===== src/rtl/pipe_ctrl_unit.sv =====
// Pipeline control unit: ID decode into the ID/EX control register, load-use stall,
// branch flush, divide hold FSM and illegal-opcode bubbling. Optional perf counters: PIPE_CTRL_PERF_EN.
module pipe_ctrl_unit #(
    parameter int unsigned OPCODE_W   = 3,
    parameter int unsigned FUNCT_W    = 2,
    parameter int unsigned REG_W      = 4,
    parameter int unsigned DIV_CYCLES = 4
) (
    input  logic                clk,
    input  logic                rst,
    input  logic                id_valid,
    input  logic [OPCODE_W-1:0] id_opcode,
    input  logic [FUNCT_W-1:0]  id_funct,
    input  logic [REG_W-1:0]    id_rs1,
    input  logic [REG_W-1:0]    id_rs2,
    input  logic [REG_W-1:0]    id_rd,
    input  logic                ex_branch_taken,
    output logic                ex_valid,
    output logic [1:0]          ex_alu_op,
    output logic                ex_mem_to_reg,
    output logic                ex_byte_en,
    output logic                ex_mem_read,
    output logic                ex_mem_write,
    output logic                ex_reg_src,
    output logic                ex_alu_src,
    output logic                ex_reg_write,
    output logic                ex_cmp,
    output logic                ex_blt,
    output logic                ex_bge,
    output logic                ex_jmp,
    output logic [REG_W-1:0]    ex_rd,
    output logic                stall_if,
    output logic                flush_ifid,
    output logic                ex_hold,
`ifdef PIPE_CTRL_PERF_EN
    output logic [31:0]         perf_stall_cnt,
    output logic [31:0]         perf_flush_cnt,
`endif
    output logic                illegal_instr
);

    localparam int unsigned CNT_W = (DIV_CYCLES > 1) ? $clog2(DIV_CYCLES) : 1;

    typedef enum logic [0:0] {StRun, StDivWait} state_e;

    state_e           state;
    logic [CNT_W-1:0] div_cnt;
    logic             ex_div;
    logic [12:0]      ex_ctrl;

    logic [1:0]  fn;
    logic        d_legal, d_use_rs1, d_use_rs2, d_div;
    logic [1:0]  d_alu_op;
    logic        d_mem_to_reg, d_byte_en, d_mem_read, d_mem_write, d_reg_src, d_alu_src;
    logic        d_reg_write, d_cmp, d_blt, d_bge, d_jmp;
    logic [12:0] d_ctrl;
    logic        load_use, div_wait, id_load;

    assign fn = id_funct[1:0];

    always_comb begin
        d_legal      = 1'b0;
        d_use_rs1    = 1'b0;
        d_use_rs2    = 1'b0;
        d_div        = 1'b0;
        d_alu_op     = 2'b00;
        d_mem_to_reg = 1'b0;
        d_byte_en    = 1'b0;
        d_mem_read   = 1'b0;
        d_mem_write  = 1'b0;
        d_reg_src    = 1'b0;
        d_alu_src    = 1'b0;
        d_reg_write  = 1'b0;
        d_cmp        = 1'b0;
        d_blt        = 1'b0;
        d_bge        = 1'b0;
        d_jmp        = 1'b0;
        case (id_opcode)
            OPCODE_W'(0): begin
                {d_legal, d_use_rs1, d_use_rs2, d_reg_write} = 4'b1111;
                d_alu_op = 2'b10;
                d_div    = (fn == 2'b11);
            end
            OPCODE_W'(1): begin
                {d_legal, d_use_rs1, d_use_rs2, d_reg_write} = 4'b1111;
                d_alu_op = 2'b10;
                d_cmp    = (fn == 2'b10);
            end
            OPCODE_W'(2): begin
                {d_legal, d_use_rs1, d_alu_src, d_reg_write} = 4'b1111;
            end
            OPCODE_W'(3): begin
                {d_legal, d_use_rs1, d_alu_src, d_reg_write} = 4'b1111;
                {d_mem_read, d_mem_to_reg} = 2'b11;
                d_byte_en = (fn == 2'b00);
            end
            OPCODE_W'(4): begin
                {d_legal, d_use_rs1, d_use_rs2, d_alu_src, d_mem_write} = 5'b11111;
                d_byte_en = (fn == 2'b00);
            end
            OPCODE_W'(5): begin
                {d_legal, d_alu_src, d_reg_src} = 3'b111;
                d_alu_op  = 2'b01;
                d_blt     = (fn == 2'b00);
                d_bge     = (fn == 2'b01);
                d_jmp     = (fn == 2'b10);
                d_use_rs1 = (fn != 2'b10);
                d_use_rs2 = (fn != 2'b10);
            end
            default: ;
        endcase
    end

    assign d_ctrl = {d_alu_op, d_mem_to_reg, d_byte_en, d_mem_read, d_mem_write, d_reg_src,
                     d_alu_src, d_reg_write, d_cmp, d_blt, d_bge, d_jmp};

    assign {ex_alu_op, ex_mem_to_reg, ex_byte_en, ex_mem_read, ex_mem_write, ex_reg_src,
            ex_alu_src, ex_reg_write, ex_cmp, ex_blt, ex_bge, ex_jmp} = ex_ctrl;

    // Illegal ops have no used sources, so they never trigger a load-use stall.
    assign load_use = ex_valid && ex_mem_read && (ex_rd != '0) && id_valid &&
                      ((d_use_rs1 && (id_rs1 == ex_rd)) || (d_use_rs2 && (id_rs2 == ex_rd)));
    assign div_wait = (state == StDivWait);

    assign flush_ifid = !rst && ex_branch_taken;
    assign ex_hold    = !rst && div_wait;
    assign stall_if   = !rst && !ex_branch_taken && (div_wait || load_use);
    assign id_load    = !ex_branch_taken && !div_wait && !load_use && id_valid && d_legal;

    always_ff @(posedge clk) begin
        if (rst) begin
            ex_valid      <= 1'b0;
            ex_ctrl       <= '0;
            ex_rd         <= '0;
            ex_div        <= 1'b0;
            illegal_instr <= 1'b0;
            state         <= StRun;
            div_cnt       <= '0;
        end else begin
            illegal_instr <= id_valid && !d_legal && !ex_branch_taken && !stall_if;
            // A flush always bubbles ID/EX, even while the divider holds.
            if (ex_branch_taken || !div_wait) begin
                ex_valid <= id_load;
                ex_ctrl  <= id_load ? d_ctrl : '0;
                ex_rd    <= id_load ? id_rd : '0;
                ex_div   <= id_load && d_div;
            end
            unique case (state)
                StRun: begin
                    if (ex_valid && ex_div && (DIV_CYCLES > 1)) begin
                        state   <= StDivWait;
                        div_cnt <= CNT_W'(DIV_CYCLES - 1);
                    end
                end
                StDivWait: begin
                    if (div_cnt == CNT_W'(1)) begin
                        state   <= StRun;
                        div_cnt <= '0;
                    end else begin
                        div_cnt <= div_cnt - CNT_W'(1);
                    end
                end
                default: state <= StRun;
            endcase
        end
    end

`ifdef PIPE_CTRL_PERF_EN
    always_ff @(posedge clk) begin
        if (rst) begin
            perf_stall_cnt <= '0;
            perf_flush_cnt <= '0;
        end else begin
            perf_stall_cnt <= perf_stall_cnt + {31'd0, stall_if};
            perf_flush_cnt <= perf_flush_cnt + {31'd0, flush_ifid};
        end
    end
`endif

endmodule


===== config.mk =====
export PLATFORM = sky130hd
export DESIGN_NAME = pipe_ctrl_unit
export DESIGN_NICKNAME = d
export VERILOG_FILES = /design/src/rtl/pipe_ctrl_unit.sv
export SDC_FILE = /design/constraint.sdc
export NUM_CORES = 1
export LEC_CHECK = 0
export CORE_MARGIN = 2
export CORE_UTILIZATION = 45
export CTS_BUF_LIST = sky130_fd_sc_hd__clkbuf_4 sky130_fd_sc_hd__clkbuf_8 sky130_fd_sc_hd__clkbuf_16
export DETAILED_ROUTE_END_ITERATION = 10
export PLACE_DENSITY_LB_ADDON = 0.15
export SKIP_LAST_GASP = 1
export SLEW_MARGIN = 5
export SYNTH_ARGS = -nofsm -noshare
export SYNTH_HDL_FRONTEND = slang
export SYNTH_SLANG_ARGS = --single-unit

===== constraint.sdc =====
create_clock -name clk -period 3.4 [get_ports clk]
set_clock_uncertainty 0.15 [all_clocks]
set_input_delay 0.34 -clock clk [delete_from_list [all_inputs] [get_ports clk]]
set_output_delay 0.34 -clock clk [all_outputs]
set_load 0.01 [all_outputs]

==> results of run 1 <==
path summary, 6_finish.rpt:
kind                                    to                    start  cells after the start
setup / recovery                  stall_if             id_opcode[1]                      7
hold / removal     ex_ctrl[7]$_SDFFE_PP0P_  ex_ctrl[7]$_SDFFE_PP0P_                      2
setup reg to reg  illegal_instr$_SDFF_PP0_    ex_rd[3]$_SDFFE_PP0P_                      6
hold reg to reg    ex_ctrl[7]$_SDFFE_PP0P_  ex_ctrl[7]$_SDFFE_PP0P_                      2
flip-flops by register name, indices dropped and copies added (netlist names):
register / cells
div_cnt: 2
div_wait: 1
ex_ctrl: 11
ex_div: 1
ex_rd: 4
ex_valid: 1
illegal_instr: 1
cells in the mapped netlist, drive strengths merged:
| cell type | number | area [um^2] |
|---|---|---|
| nand4b | 1 | 8.76 |
| a21oi | 1 | 16.3 |
| a311o | 1 | 10.0 |
| o21ai | 15 | 75.1 |
| xor2 | 4 | 35.0 |
| ha | 3 | 37.5 |
| nand4 | 2 | 12.5 |
| inv | 4 | 15.0 |
| a32o | 1 | 10.0 |
| o21a | 1 | 7.51 |
| mux2 | 1 | 11.3 |
| nor4 | 2 | 27.5 |
| nand3 | 4 | 20.0 |
| a211oi | 3 | 22.5 |
| xnor2 | 4 | 35.0 |
| nor2b | 3 | 18.8 |
| o211ai | 1 | 7.51 |
| dfxtp | 21 | 420 |
| and2 | 1 | 6.26 |
| o31ai | 1 | 7.51 |
| buf | 7 | 48.8 |
| nor3 | 3 | 15.0 |
| nand2 | 28 | 105 |
| and4bb | 1 | 12.5 |
| nor2 | 6 | 22.5 |
| a221oi | 1 | 8.76 |
| and3 | 2 | 12.5 |
| nand2b | 1 | 13.8 |
area by class of cell:
type | instances | area [um^2] | share of cell area, %
Timing Repair Buffer | 43 | 428 | 28.8
Multi-Input combinational cell | 91 | 559 | 37.6
Sequential cell | 21 | 420 | 28.3
Clock buffer | 3 | 22.5 | 1.51
Clock inverter | 1 | 7.51 | 0.505
Inverter | 4 | 15.0 | 1.01
Tap cell | 28 | 35.0 | 2.35
worst min-delay path, delay by kind of cell, from the launching register on:
family	cells	cell delay [ns]
flip-flops	1	0.33
AO/OA/AOI/OAI	1	0.06
AND/OR/NAND/NOR	1	0.04
layer usage:
metal  share of wire, %  routed length (um)  track usage (%)
met5                  0                   0                0
met2                 48                1170             30.6
met4               0.70                  17             6.41
met3                5.2                 126             3.74
met1                 46                1130             23.6
stage by stage:
stage                     hold slack (ns)  utilization (%)  instance area (um^2)  cells  setup slack, ns
after floorplan                     0.262                -                  1040    123             1.45
after global routing                0.344             67.3                  1490    191            0.404
after global placement              0.288             65.9                  1460    187            0.555
final                               0.315             67.3                  1490    191            0.512
after detailed placement            0.291             65.9                  1460    187            0.531
after CTS                           0.320             67.3                  1490    191            0.516
cells by family (layout without fill, tap and decap cells):
group           Yosys count  in the layout
simple gates             54             54
fa+ha+maj                 3              3
mux                       1              1
xor+xnor                  8              8
buf+inv                  11             51
compound gates           25             25
flops                    21             21
power by group:
group	total, mW	leakage [nW]	internal [mW]	switching, mW
registers	0.253	0.170	0.249	0.00331
clock network	0.128	0.0139	0.0449	0.0832
logic	0.0629	0.338	0.0372	0.0258
==> flow_summary.toml, run 1 <==
[drt]
drt-wirelength-per-cell_um = 12.8
final_antenna_net_count = 0
num_vias = 992
drc = 0
first_pass_iters = 4
drt-total-wl_mm = 2.44
vias_per_cell = 5.19
drt_iter0_markers = 19

[logic_synthesis]
synth_seq_cells = 21
synth_cell_types = 31
yosys.area_share.simple_pct = 26.4
synthAdderAreaFrac_pct = 3.60
synth-compound-area-share_pct = 15.8
synth_mux_area_share_pct = 1.08
synthCells = 123
synth_xor_xnor_area_share_pct = 6.71
synth_top_family_by_area = "simple AND/OR/NAND/NOR gates"
syn_area_um2 = 1040
synth_warnings = 0
seq_area_frac_synth_pct = 40.3
synth_fp_nets = 147
syn_area_per_cell_um2 = 8.48

[setup_path]
cp_data_required_time_ns = 2.91
critical_path.top_delay_family = "buffers and inverters"
crit_fanout = 7
path_cells = "clkdlybuf4s50_1 > ha_1 > a211oi_1 > nand4_1 > a21oi_4 > o21a_1 > clkdlybuf4s50_1"
cp_num_buf_inv = 2
cpMostUsedCell = "clkdlybuf4s50_1"
worstPathArrival_ns = 2.40
start_kind = "input pin"
critPathCaptureType = "output port"
cp_slowest_cell = "clkdlybuf4s50_1"
r2r_slack_ns = 1.59
path_class = "input pin to output port"
cp_slowest_stage_delay_ns = 0.53

[clock_network]
ctsHoldBuffers = 0
postCtsSetupBuffers = 0
post_cts_resized = 0
cts_tree = "done"
cts_buffers = 3
clk_pin_slew_ns = 0.13
cts_root_buffer = "clkbuf_4"
clk_path_buf_depth = 2
clkSinkCount = 21
htreeDepth = 1
clk-insertion-delay-late_ns = 0.31

[global_routing]
grt_pass1_wl_mm = 3.73
overflow = 0
grt_pass1_vias = 845
track_usage_pct = 18.4
grt_start_max_net_pins = 18
antenna_found_initial = 0

[floorplan]
core.rowCount = 17
core_area_um2 = 2210
start_util_pct = 47.2
io-pin-count = 43
dieArea_um2 = 2720
die_x_um = 52.2
die_h_um = 52.2

[timing]
hold_viol_final = 0
tns_ns = 0
period_share_pct = 84.9
fin_crit_ns = 2.89
relSlewSlack_pct = 47.3
max_freq_ghz = 0.346
finalSetupViolCount = 0
tightestPinTransition_ns = 0.785
slew_violations = 0
rsz0062_at_grt = "false"

[cells_and_area]
nFillCells = 201
layout_common_cells = "42 x clkdlybuf4s50_1, 28 x nand2_1, 21 x dfxtp_1"
drive_gt1_share_pct = 6.13
antenna_cells = 0
layout.nets = 188
syn_to_final_growth_pct = 42.6
layout_commonest_cell = "clkdlybuf4s50_1"

[place]
port_buffers = 42
dp_hpwl_mm = 1.88
gp_congestion = 0.829

[power_and_ir_drop]
peakVddDrop_mv = 0.284
total_power_mw = 0.444
power.density_nw_per_um2 = 298
leakage_nw = 0.522

[status]
outcome = "complete, no violations"

[min_path]
hold_path_class = "flip-flop to flip-flop"

[flow_run]
maxCapViolations = 0
Note: power is estimated with default switching activity, not from simulation.
==> run 2: changes to the inputs <==
--- a/config.mk
+++ b/config.mk
@@ -6,7 +6,7 @@
 export NUM_CORES = 1
 export LEC_CHECK = 0
 export CORE_MARGIN = 2
-export CORE_UTILIZATION = 45
+export CORE_UTILIZATION = 38
 export CTS_BUF_LIST = sky130_fd_sc_hd__clkbuf_4 sky130_fd_sc_hd__clkbuf_8 sky130_fd_sc_hd__clkbuf_16
 export DETAILED_ROUTE_END_ITERATION = 10
 export PLACE_DENSITY_LB_ADDON = 0.15
==> constraint.sdc (replaced) <==
create_clock -name clk -period 2.6 [get_ports clk]
set_clock_uncertainty 0.15 [all_clocks]
set_input_delay 0.26 -clock clk [delete_from_list [all_inputs] [get_ports clk]]
set_output_delay 0.26 -clock clk [all_outputs]
set_load 0.01 [all_outputs]
==> run 2 against run 1 <==
Compared with the run above:
- flip-flop and latch count unchanged
- wire length decreased by 1.9%
- worst setup slack got worse by 0.073 ns
- non-clock buffer count increased by 5
- critical path depth unchanged
- first-iteration DRC count decreased by 53%
- clock-buffer cell count unchanged
- global-route usage decreased by 2.4 points
==> flow_summary.toml, run 2 (synthesis gave the netlist of run 1 again) <==
[status]
outcome = "complete, no violations"

[setup_path]
cp_slowest_stage_delay_ns = 0.45
cp_num_buf_inv = 2
path_cells = "clkdlybuf4s50_1 > ha_1 > a211oi_2 > nand4_1 > a21oi_4 > o21a_1 > dlymetal6s2s_1"
crit_fanout = 2
path_class = "input pin to output port"
worstPathArrival_ns = 1.75
critPathCaptureType = "output port"
critical_path.top_delay_family = "buffers and inverters"
cp_data_required_time_ns = 2.19
cp_slowest_cell = "clkdlybuf4s50_1"
start_kind = "input pin"
r2r_cells = 6
worst-path-stages = 7

[clock_network]
cts_root_buffer = "clkbuf_4"
htreeDepth = 1
clk_path_buf_depth = 2
post_cts_resized = 0
cts_buffers = 3
clk-insertion-delay-late_ns = 0.30
clkSinkCount = 21
postCtsSetupBuffers = 0
cts_tree = "done"
clk_pin_slew_ns = 0.12
ctsHoldBuffers = 0

[floorplan]
core.rowCount = 19
core_area_um2 = 2690
io-pin-count = 43
dieArea_um2 = 3180
die_x_um = 56.4
start_util_pct = 38.8
die_h_um = 56.4

[place]
dpl_cell_area_um2 = 1500
port_buffers = 42
dp_worst_setup_slack_ns = 0.0573
gp_congestion = 0.730
dp_hpwl_mm = 1.87

[drt]
vias_per_cell = 5.08
wl_met1_mm = 1.06
first_pass_iters = 3
dr_wl_met3_um = 100
highest-signal-layer = "met4"
drt_iter0_markers = 9
num_vias = 1011
drt-wirelength-per-cell_um = 12.0
drt-total-wl_mm = 2.39
drc = 0
routed-wl-met2_mm = 1.22
final_antenna_net_count = 0

[global_routing]
track_usage_pct = 16.0
antenna_found_initial = 0
grt_pass1_wl_mm = 4.11
grt_start_max_net_pins = 18
overflow = 0
grt_pass1_vias = 983

[timing]
fin_crit_ns = 2.16
period_share_pct = 83.1
rsz0062_at_grt = "false"
slew_violations = 0
hold_viol_final = 0
max_freq_ghz = 0.463
worst_slack_ns = 0.439
relSlewSlack_pct = 60.1
tightestPinTransition_ns = 0.599
tns_ns = 0
finalSetupViolCount = 0

[min_path]
whs_path_depth = 2
hold_path_class = "flip-flop to flip-flop"

[cells_and_area]
final_core_util_pct = 57.2
antenna_cells = 0
top_regs = "ex_ctrl x11, ex_rd x4, div_cnt x2"
drive_gt1_share_pct = 9.52
top_register = "ex_ctrl"
layout.nets = 193
layout_commonest_cell = "clkdlybuf4s50_1"
largest_reg_flops = 11
syn_to_final_growth_pct = 47.2
design_area_um2 = 1540
layout_common_cells = "41 x clkdlybuf4s50_1, 28 x nand2_1, 21 x dfxtp_1"

[power_and_ir_drop]
leakage_nw = 0.567
total_power_mw = 0.581
peakVddDrop_mv = 0.257
power.density_nw_per_um2 = 378

[flow_run]
maxCapViolations = 0
-- run 2: cell types whose count changed in the layout (fill, tap and decap cells not counted), sizes merged --
cell           delta
dlymetal6s2s      +1
buf               +5
clkdlybuf4s50     -1
-- run 2: cell type report --
cell class	count	area (um^2)
inverter	4	15.0
clock buffer	3	22.5
tap	31	38.8
sequential	21	420
clock inverter	1	7.51
timing repair buffer	48	468
fill	258	1150
multi-input combinational	91	564
-- run 2: metal layers --
metal | track usage (%) | vias up
met5 | 0 | -
met4 | 5.10 | 0
met3 | 3.23 | 2
met2 | 28.9 | 22
met1 | 18.8 | 477
li1 | - | 510
-- run 2: worst register-to-register path: stages (launching register included) --
cell and delay (ns):
dfxtp_1 0.39, xor2_1 0.18, nor3_1 0.21, nand3_1 0.15, a21oi_4 0.16, buf_4 0.21
and4bb_2 0.24
-- run 2: final timing paths --
path,startpoint,to,slack [ns]
worst max register to register,ex_rd[2]$_SDFFE_PP0P_,illegal_instr$_SDFF_PP0_,0.83
worst min register to register,ex_ctrl[12]$_SDFFE_PP0P_,ex_ctrl[12]$_SDFFE_PP0P_,0.32
worst max-delay path,id_opcode[1],stall_if,0.44
worst min-delay path,ex_ctrl[12]$_SDFFE_PP0P_,ex_ctrl[12]$_SDFFE_PP0P_,0.32
-- run 2: metrics by stage --
stage	hold slack [ns]	std cells
after floorplan	0.182	123
after global placement	0.292	195
after detailed placement	0.296	195
after CTS	0.323	199
after global routing	0.342	199
final	0.317	199
-- run 2: report_power, final --
part	switching (mW)	internal [mW]
combinational	0.0356	0.0534
clock	0.103	0.0585
sequential	0.00415	0.326
